<file path="src/rtl/elut_cfg_array_pkg.sv">
// Shared types and helpers for the runtime-writable LUT array.
// State encoding is fixed (UNCFG=0, LOAD=1, DONE=2); code 3 is illegal
// and the FSM recovers from it to UNCFG.
package elut_cfg_array_pkg;

   typedef enum logic [1:0] {
      UNCFG = 2'd0,
      LOAD  = 2'd1,
      DONE  = 2'd2
   } state_t;

   // Ceiling log2, never less than 1 so single-entry counters still get a bit.
   function automatic int clog2_min1(input int value);
      int r;
      r = 0;
      while ((1 << r) < value) r++;
      if (r < 1) r = 1;
      return r;
   endfunction

   function automatic int words_per_ch(input int k, input int cfg_w);
      return (1 << k) / cfg_w;
   endfunction

endpackage

</file>
<file path="src/rtl/elut_cfg_lane.sv">
// One LUT channel: 2**K mask bits written one CFG_W slice at a time,
// a K-bit read mux gated by done, and the registered output.
// Optional macro ELUT_CFG_READBACK_EN exposes the raw mask for readback.
module elut_cfg_lane
   import elut_cfg_array_pkg::*;
#(
   parameter  int K     = 6,
   parameter  int CFG_W = 8,
   localparam int WPC   = words_per_ch(K, CFG_W),
   localparam int SW    = clog2_min1(WPC)
) (
   input  logic             clk,
   input  logic             rst_n,
   input  logic             we,
   input  logic [SW-1:0]    slice,
   input  logic [CFG_W-1:0] data,
   input  logic [K-1:0]     addr,
   input  logic             done,
   output logic             lut_out,
   output logic             lut_q
`ifdef ELUT_CFG_READBACK_EN
   ,
   output logic [2**K-1:0]  mask_bits
`endif
);

   logic [2**K-1:0] mask;

   // Mask storage is deliberately unreset; done gates it until fully loaded.
   always_ff @(posedge clk) begin
      if (we) begin
         for (int s = 0; s < WPC; s++) begin
            if (slice == SW'(s)) mask[s*CFG_W +: CFG_W] <= data;
         end
      end
   end

   assign lut_out = done & mask[addr];

   // Registered copy of the gated LUT result.
   always_ff @(posedge clk or negedge rst_n) begin
      if (!rst_n) lut_q <= 1'b0;
      else        lut_q <= lut_out;
   end

`ifdef ELUT_CFG_READBACK_EN
   assign mask_bits = mask;
`endif

endmodule

</file>
<file path="src/rtl/elut_cfg_array.sv">
// CH-channel K-input LUT array loaded through a valid/ready word stream.
// Outputs stay 0 until every word has been accepted.
// Optional macro ELUT_CFG_READBACK_EN adds rb_addr/rb_data word readback.
//
// state | meaning
// UNCFG | no valid configuration, outputs gated off
// LOAD  | accepting configuration words, cfg_ready high
// DONE  | all words loaded, LUT outputs live
module elut_cfg_array
   import elut_cfg_array_pkg::*;
#(
   parameter  int K     = 6,
   parameter  int CH    = 4,
   parameter  int CFG_W = 8,
   localparam int WPC   = words_per_ch(K, CFG_W),
   localparam int TOTAL = CH * WPC,
   localparam int CW    = clog2_min1(TOTAL)
) (
   input  logic              clk,
   input  logic              rst_n,
   input  logic              cfg_start,
   input  logic              cfg_valid,
   output logic              cfg_ready,
   input  logic [CFG_W-1:0]  cfg_data,
   output logic              cfg_done,
   output logic              cfg_err,
   input  logic [CH*K-1:0]   lut_in,
   output logic [CH-1:0]     lut_out,
   output logic [CH-1:0]     lut_q
`ifdef ELUT_CFG_READBACK_EN
   ,
   input  logic [CW-1:0]     rb_addr,
   output logic [CFG_W-1:0]  rb_data
`endif
);

   localparam int SW = clog2_min1(WPC);

   state_t          state, state_nx;
   logic [CW-1:0]   cnt, cnt_nx;
   logic            accept;
   logic            last_word;
   int              ch_idx;
   logic [SW-1:0]   slice_sel;
   logic [CH-1:0]   lane_we;

   // cfg_start wins over a same-cycle handshake, so that word is dropped.
   assign accept    = (state == LOAD) & cfg_valid & ~cfg_start;
   assign last_word = (cnt == CW'(TOTAL - 1));
   assign ch_idx    = int'(cnt) / WPC;
   assign slice_sel = SW'(int'(cnt) % WPC);
   assign cfg_ready = (state == LOAD);
   assign cfg_done  = (state == DONE);

   // State and word counter registers.
   always_ff @(posedge clk or negedge rst_n) begin
      if (!rst_n) begin
         state <= UNCFG;
         cnt   <= '0;
      end else begin
         state <= state_nx;
         cnt   <= cnt_nx;
      end
   end

   // Next-state logic; the counter holds at the final word rather than wrap.
   always_comb begin
      state_nx = state;
      cnt_nx   = cnt;
      case (state)
         UNCFG, DONE: begin
            if (cfg_start) begin
               state_nx = LOAD;
               cnt_nx   = '0;
            end
         end
         LOAD: begin
            if (cfg_start) begin
               cnt_nx = '0;
            end else if (accept) begin
               if (last_word) state_nx = DONE;
               else           cnt_nx   = cnt + 1'b1;
            end
         end
         default: begin
            state_nx = UNCFG;
            cnt_nx   = '0;
         end
      endcase
   end

   // Sticky error: a word offered while not loading; cleared by a new load.
   always_ff @(posedge clk or negedge rst_n) begin
      if (!rst_n)                              cfg_err <= 1'b0;
      else if (cfg_start)                      cfg_err <= 1'b0;
      else if (cfg_valid && (state != LOAD))   cfg_err <= 1'b1;
   end

`ifdef ELUT_CFG_READBACK_EN
   logic [2**K-1:0]  lane_mask [CH];
   logic [CFG_W-1:0] rb_word;
`endif

   for (genvar c = 0; c < CH; c++) begin : g_lane
      assign lane_we[c] = accept && (ch_idx == c);
      elut_cfg_lane #(
         .K     (K),
         .CFG_W (CFG_W)
      ) u_lane (
         .clk       (clk),
         .rst_n     (rst_n),
         .we        (lane_we[c]),
         .slice     (slice_sel),
         .data      (cfg_data),
         .addr      (lut_in[c*K +: K]),
         .done      (cfg_done),
         .lut_out   (lut_out[c]),
         .lut_q     (lut_q[c])
`ifdef ELUT_CFG_READBACK_EN
         ,
         .mask_bits (lane_mask[c])
`endif
      );
   end

`ifdef ELUT_CFG_READBACK_EN
   // Select the stored word addressed by rb_addr; out-of-range reads 0.
   always_comb begin
      rb_word = '0;
      for (int c = 0; c < CH; c++) begin
         for (int s = 0; s < WPC; s++) begin
            if (int'(rb_addr) == c*WPC + s) rb_word = lane_mask[c][s*CFG_W +: CFG_W];
         end
      end
   end

   // Readback is registered, one clk behind rb_addr.
   always_ff @(posedge clk or negedge rst_n) begin
      if (!rst_n) rb_data <= '0;
      else        rb_data <= rb_word;
   end
`endif

endmodule

</file>
<file path="config.mk">
export PLATFORM = sky130hd
export DESIGN_NAME = elut_cfg_array
export DESIGN_NICKNAME = d
export VERILOG_FILES = /design/src/rtl/elut_cfg_array_pkg.sv /design/src/rtl/elut_cfg_lane.sv /design/src/rtl/elut_cfg_array.sv
export SDC_FILE = /design/constraint.sdc
export NUM_CORES = 1
export LEC_CHECK = 0
export BUFFER_PORTS_ARGS = -buffer_cell sky130_fd_sc_hd__buf_2
export CAP_MARGIN = 10
export CORE_MARGIN = 2
export CORE_UTILIZATION = 60
export DETAILED_ROUTE_END_ITERATION = 6
export GPL_ROUTABILITY_DRIVEN = 1
export HOLD_SLACK_MARGIN = 0.03
export PLACE_DENSITY_LB_ADDON = 0.3
export SLEW_MARGIN = 20
export SYNTH_ARGS = -nofsm -noshare
export SYNTH_HDL_FRONTEND = slang
export SYNTH_SLANG_ARGS = --single-unit
export TNS_END_PERCENT = 50
</file>
<file path="constraint.sdc">
create_clock -name clk -period 4.36 [get_ports clk]
set_clock_uncertainty 0.2 [all_clocks]
set_input_delay 0.872 -clock clk [delete_from_list [all_inputs] [get_ports clk]]
set_output_delay 0.872 -clock clk [all_outputs]
set_load 0.1 [all_outputs]
</file>
==> results.toml <==
[critical_path]
r2r_cells = 4
worstSetupPathType = "in2out"
crit_fanout = 16
critPathCaptureType = "primary output"
reg2reg_to = "g_lane[1].u_lane.mask[33]"
reg2reg_slack_ps = 1580
crit_arrival_ps = 2840
r2r-start = "state[0]"
cp.required_ps = 3290
cp-start-kind = "input port"

[floorplan]
rows = 48
start_util = 0.6177
ios = 47
die_w_um = 137.9
die_h_um = 137.9
die-area_mm2 = 0.01902
core_area_mm2 = 0.01742

[clocking]
clock_path_buffers = 3
cts_buffers = 27
clk_pin_slew_ps = 60
insertion_delay_ps = 530
hold_buffers = 0
post_cts_resized = 0
cts_setup_buffers = 0
cts-root-buf = "clkbuf_16"
cts_tree = "yes"
clkSinkCount = 268
cts-htree-levels = 1

[route]
drc = 0
wl_per_cell_um = 25.67
firstDrtPassIters = 7
vias = 5394
via_per_inst = 6.468
antenna_left = 0
drt_iter0_markers = 513
drt_wl_total_um = 21410

[timing]
fmax_mhz = 255.4
worst_pin_slew_ps = 826.9
slew_headroom = 0.4487
fin_crit_sh = 0.8981
report.final.slew_viol_count = 0
finalHoldViolCount = 0
rsz0062_at_grt = "false"
finalSetupTns_ps = 0
setup_viol = 0
fin_crit_ps = 3916

[cells_and_area]
final_nets = 633
seqCellArea_mm2 = 0.007988
multi_input_area_mm2 = 0.002521
final_common_cell = "edfxtp_1"
final_cell_mix = "edfxtp_1, mux4_2, buf_2"
area_delta_synth_final_pct = 11.44
final_cell_area_mm2 = 0.01199
drive_gt1_frac = 0.2463
diodes = 0
finalCoreUtilization = 0.6884
nFillCells = 1123

[grt]
antenna_found_initial = 0
grt_max_degree = 33
overflow = 0
grt_pass1_vias = 5636
grt_pass1_wl_um = 32780
grt_usage = 0.2383

[min_path]
hold_path_class = "in2async"

[power_and_ir_drop]
p_clk_frac = 0.438
pwr-share-seq = 0.517
switching_power_w = 0.001077
cellPowerDensity_mw_per_mm2 = 456.9
ir_worst_vdd_uv = 445.6
combPwrFrac = 0.044
p_sw_frac = 0.1966
p_int_w = 0.004401
leakage_nw = 3.944

[place]
hpwlAfterDp_um = 12120
placed_cell_area_mm2 = 0.01106
place_congestion = 0.7693
io_buffers = 46

[run]
cap_violations = 0

[yosys]
ys_seq_area_frac = 0.7424
syn_area_mm2 = 0.01076
synth_edf_count = 256
ys_ff_latch = 268
synth_nets = 594
synth_flop_cell = "edfxtp_1"
avgSynthCellArea_um2 = 19.53
netlist_instances = 551
yosysWarnings = 0
yosysUniqueCellTypes = 38
ys_async_sr_fraction = 0.04478

[outcome]
outcome = "completed"
==> power groups by stage <==
stage | sequential [W] | combinational [W] | clock, W
after global routing | 0.00283 | 0.000262 | 0.00253
final | 0.00283 | 0.000243 | 0.00240
after floorplan | 0.00289 | 0.000144 | 0
after detailed placement | 0.00289 | 0.000244 | 0
after CTS | 0.00283 | 0.000246 | 0.00243
after global placement | 0.00289 | 0.000238 | 0
==> cell families (layout without fill, tap and decap cells) <==
group / after synthesis / after routing / share of synthesized area
simple gates: 111 / 111 / 0.05024
compound gates: 42 / 42 / 0.02605
buf+inv: 45 / 103 / 0.02326
flops: 268 / 268 / 0.7424
mux: 78 / 78 / 0.1499
fa+ha+maj: 7 / 7 / 0.008140
==> stage by stage <==
stage	power [W]	hold WS (ps)	setup slack, ps	cells
global placement	0.003125	277.2	428.1	786
finish	0.005478	59.11	444.1	834
floorplan	0.003031	278.5	752.3	551
CTS	0.005513	56.43	389.9	834
global route	0.005627	64.08	251.2	834
detailed placement	0.003132	291.6	395.6	786
==> how the worst max path moves through the flow <==
| stage | start | to | slack, ps |
|---|---|---|---|
| floorplan | state[1] | g_lane[0].u_lane.mask[24] | 750 |
| global placement | lut_in[12] | lut_out[2] | 430 |
| detailed placement | lut_in[6] | lut_out[1] | 400 |
| CTS | lut_in[6] | lut_out[1] | 390 |
| global route | lut_in[6] | lut_out[1] | 250 |
| finish | lut_in[12] | lut_out[2] | 440 |
==> cell type report <==
class	instances	share of cell area
clock buffer	29	0.05698
clock inverter	19	0.02077
inverter	8	0.002504
multi-input combinational	238	0.2103
sequential	268	0.6662
tap	225	0.02348
timing repair buffer	47	0.01983
==> state kept, by name, summed over array words and instances, names as in the netlist <==
signal               count
g_lane.u_lane.lut_q      4
cfg_err                  1
g_lane.u_lane.mask     256
state                    2
cnt                      5
==> metal layers <==
| layer | wire (um) | global-route usage | share of wire |
|---|---|---|---|
| met1 | 8691 | 0.3415 | 0.41 |
| met2 | 10380 | 0.3782 | 0.48 |
| met3 | 1613 | 0.04203 | 0.075 |
| met4 | 729 | 0.08447 | 0.034 |
| met5 | 0 | 0 | 0 |
==> critical path: stages <==
cell and delay (ps):
buf_2 400, mux4_1 610, mux4_2 470, nand3_1 90, nand3_1 90, buf_2 300
==> cells in the mapped netlist (all sizes together), types with 2 or more instances <==
cell type  instances  share of area
dfrtp             12          0.028
mux2i             13          0.012
mux4              65           0.14
clkbuf            10         0.0035
nor4               2         0.0012
edfxtp           256           0.71
nand2b             3         0.0017
nor3b             13         0.0091
nor2              45          0.016
o2111ai            3         0.0024
nand3b             4         0.0028
a21oi             13         0.0060
a22o               2         0.0016
o21ai              6         0.0028
buf               27          0.017
ha                 7         0.0081
o22ai              3         0.0017
nand2             19         0.0066
nand3              7         0.0033
inv                8         0.0028
a211oi             4         0.0028
o21bai             3         0.0021
o32ai              4         0.0033
nor2b              4         0.0023
nor3               9         0.0042
Power figures use the tool's default switching activity.
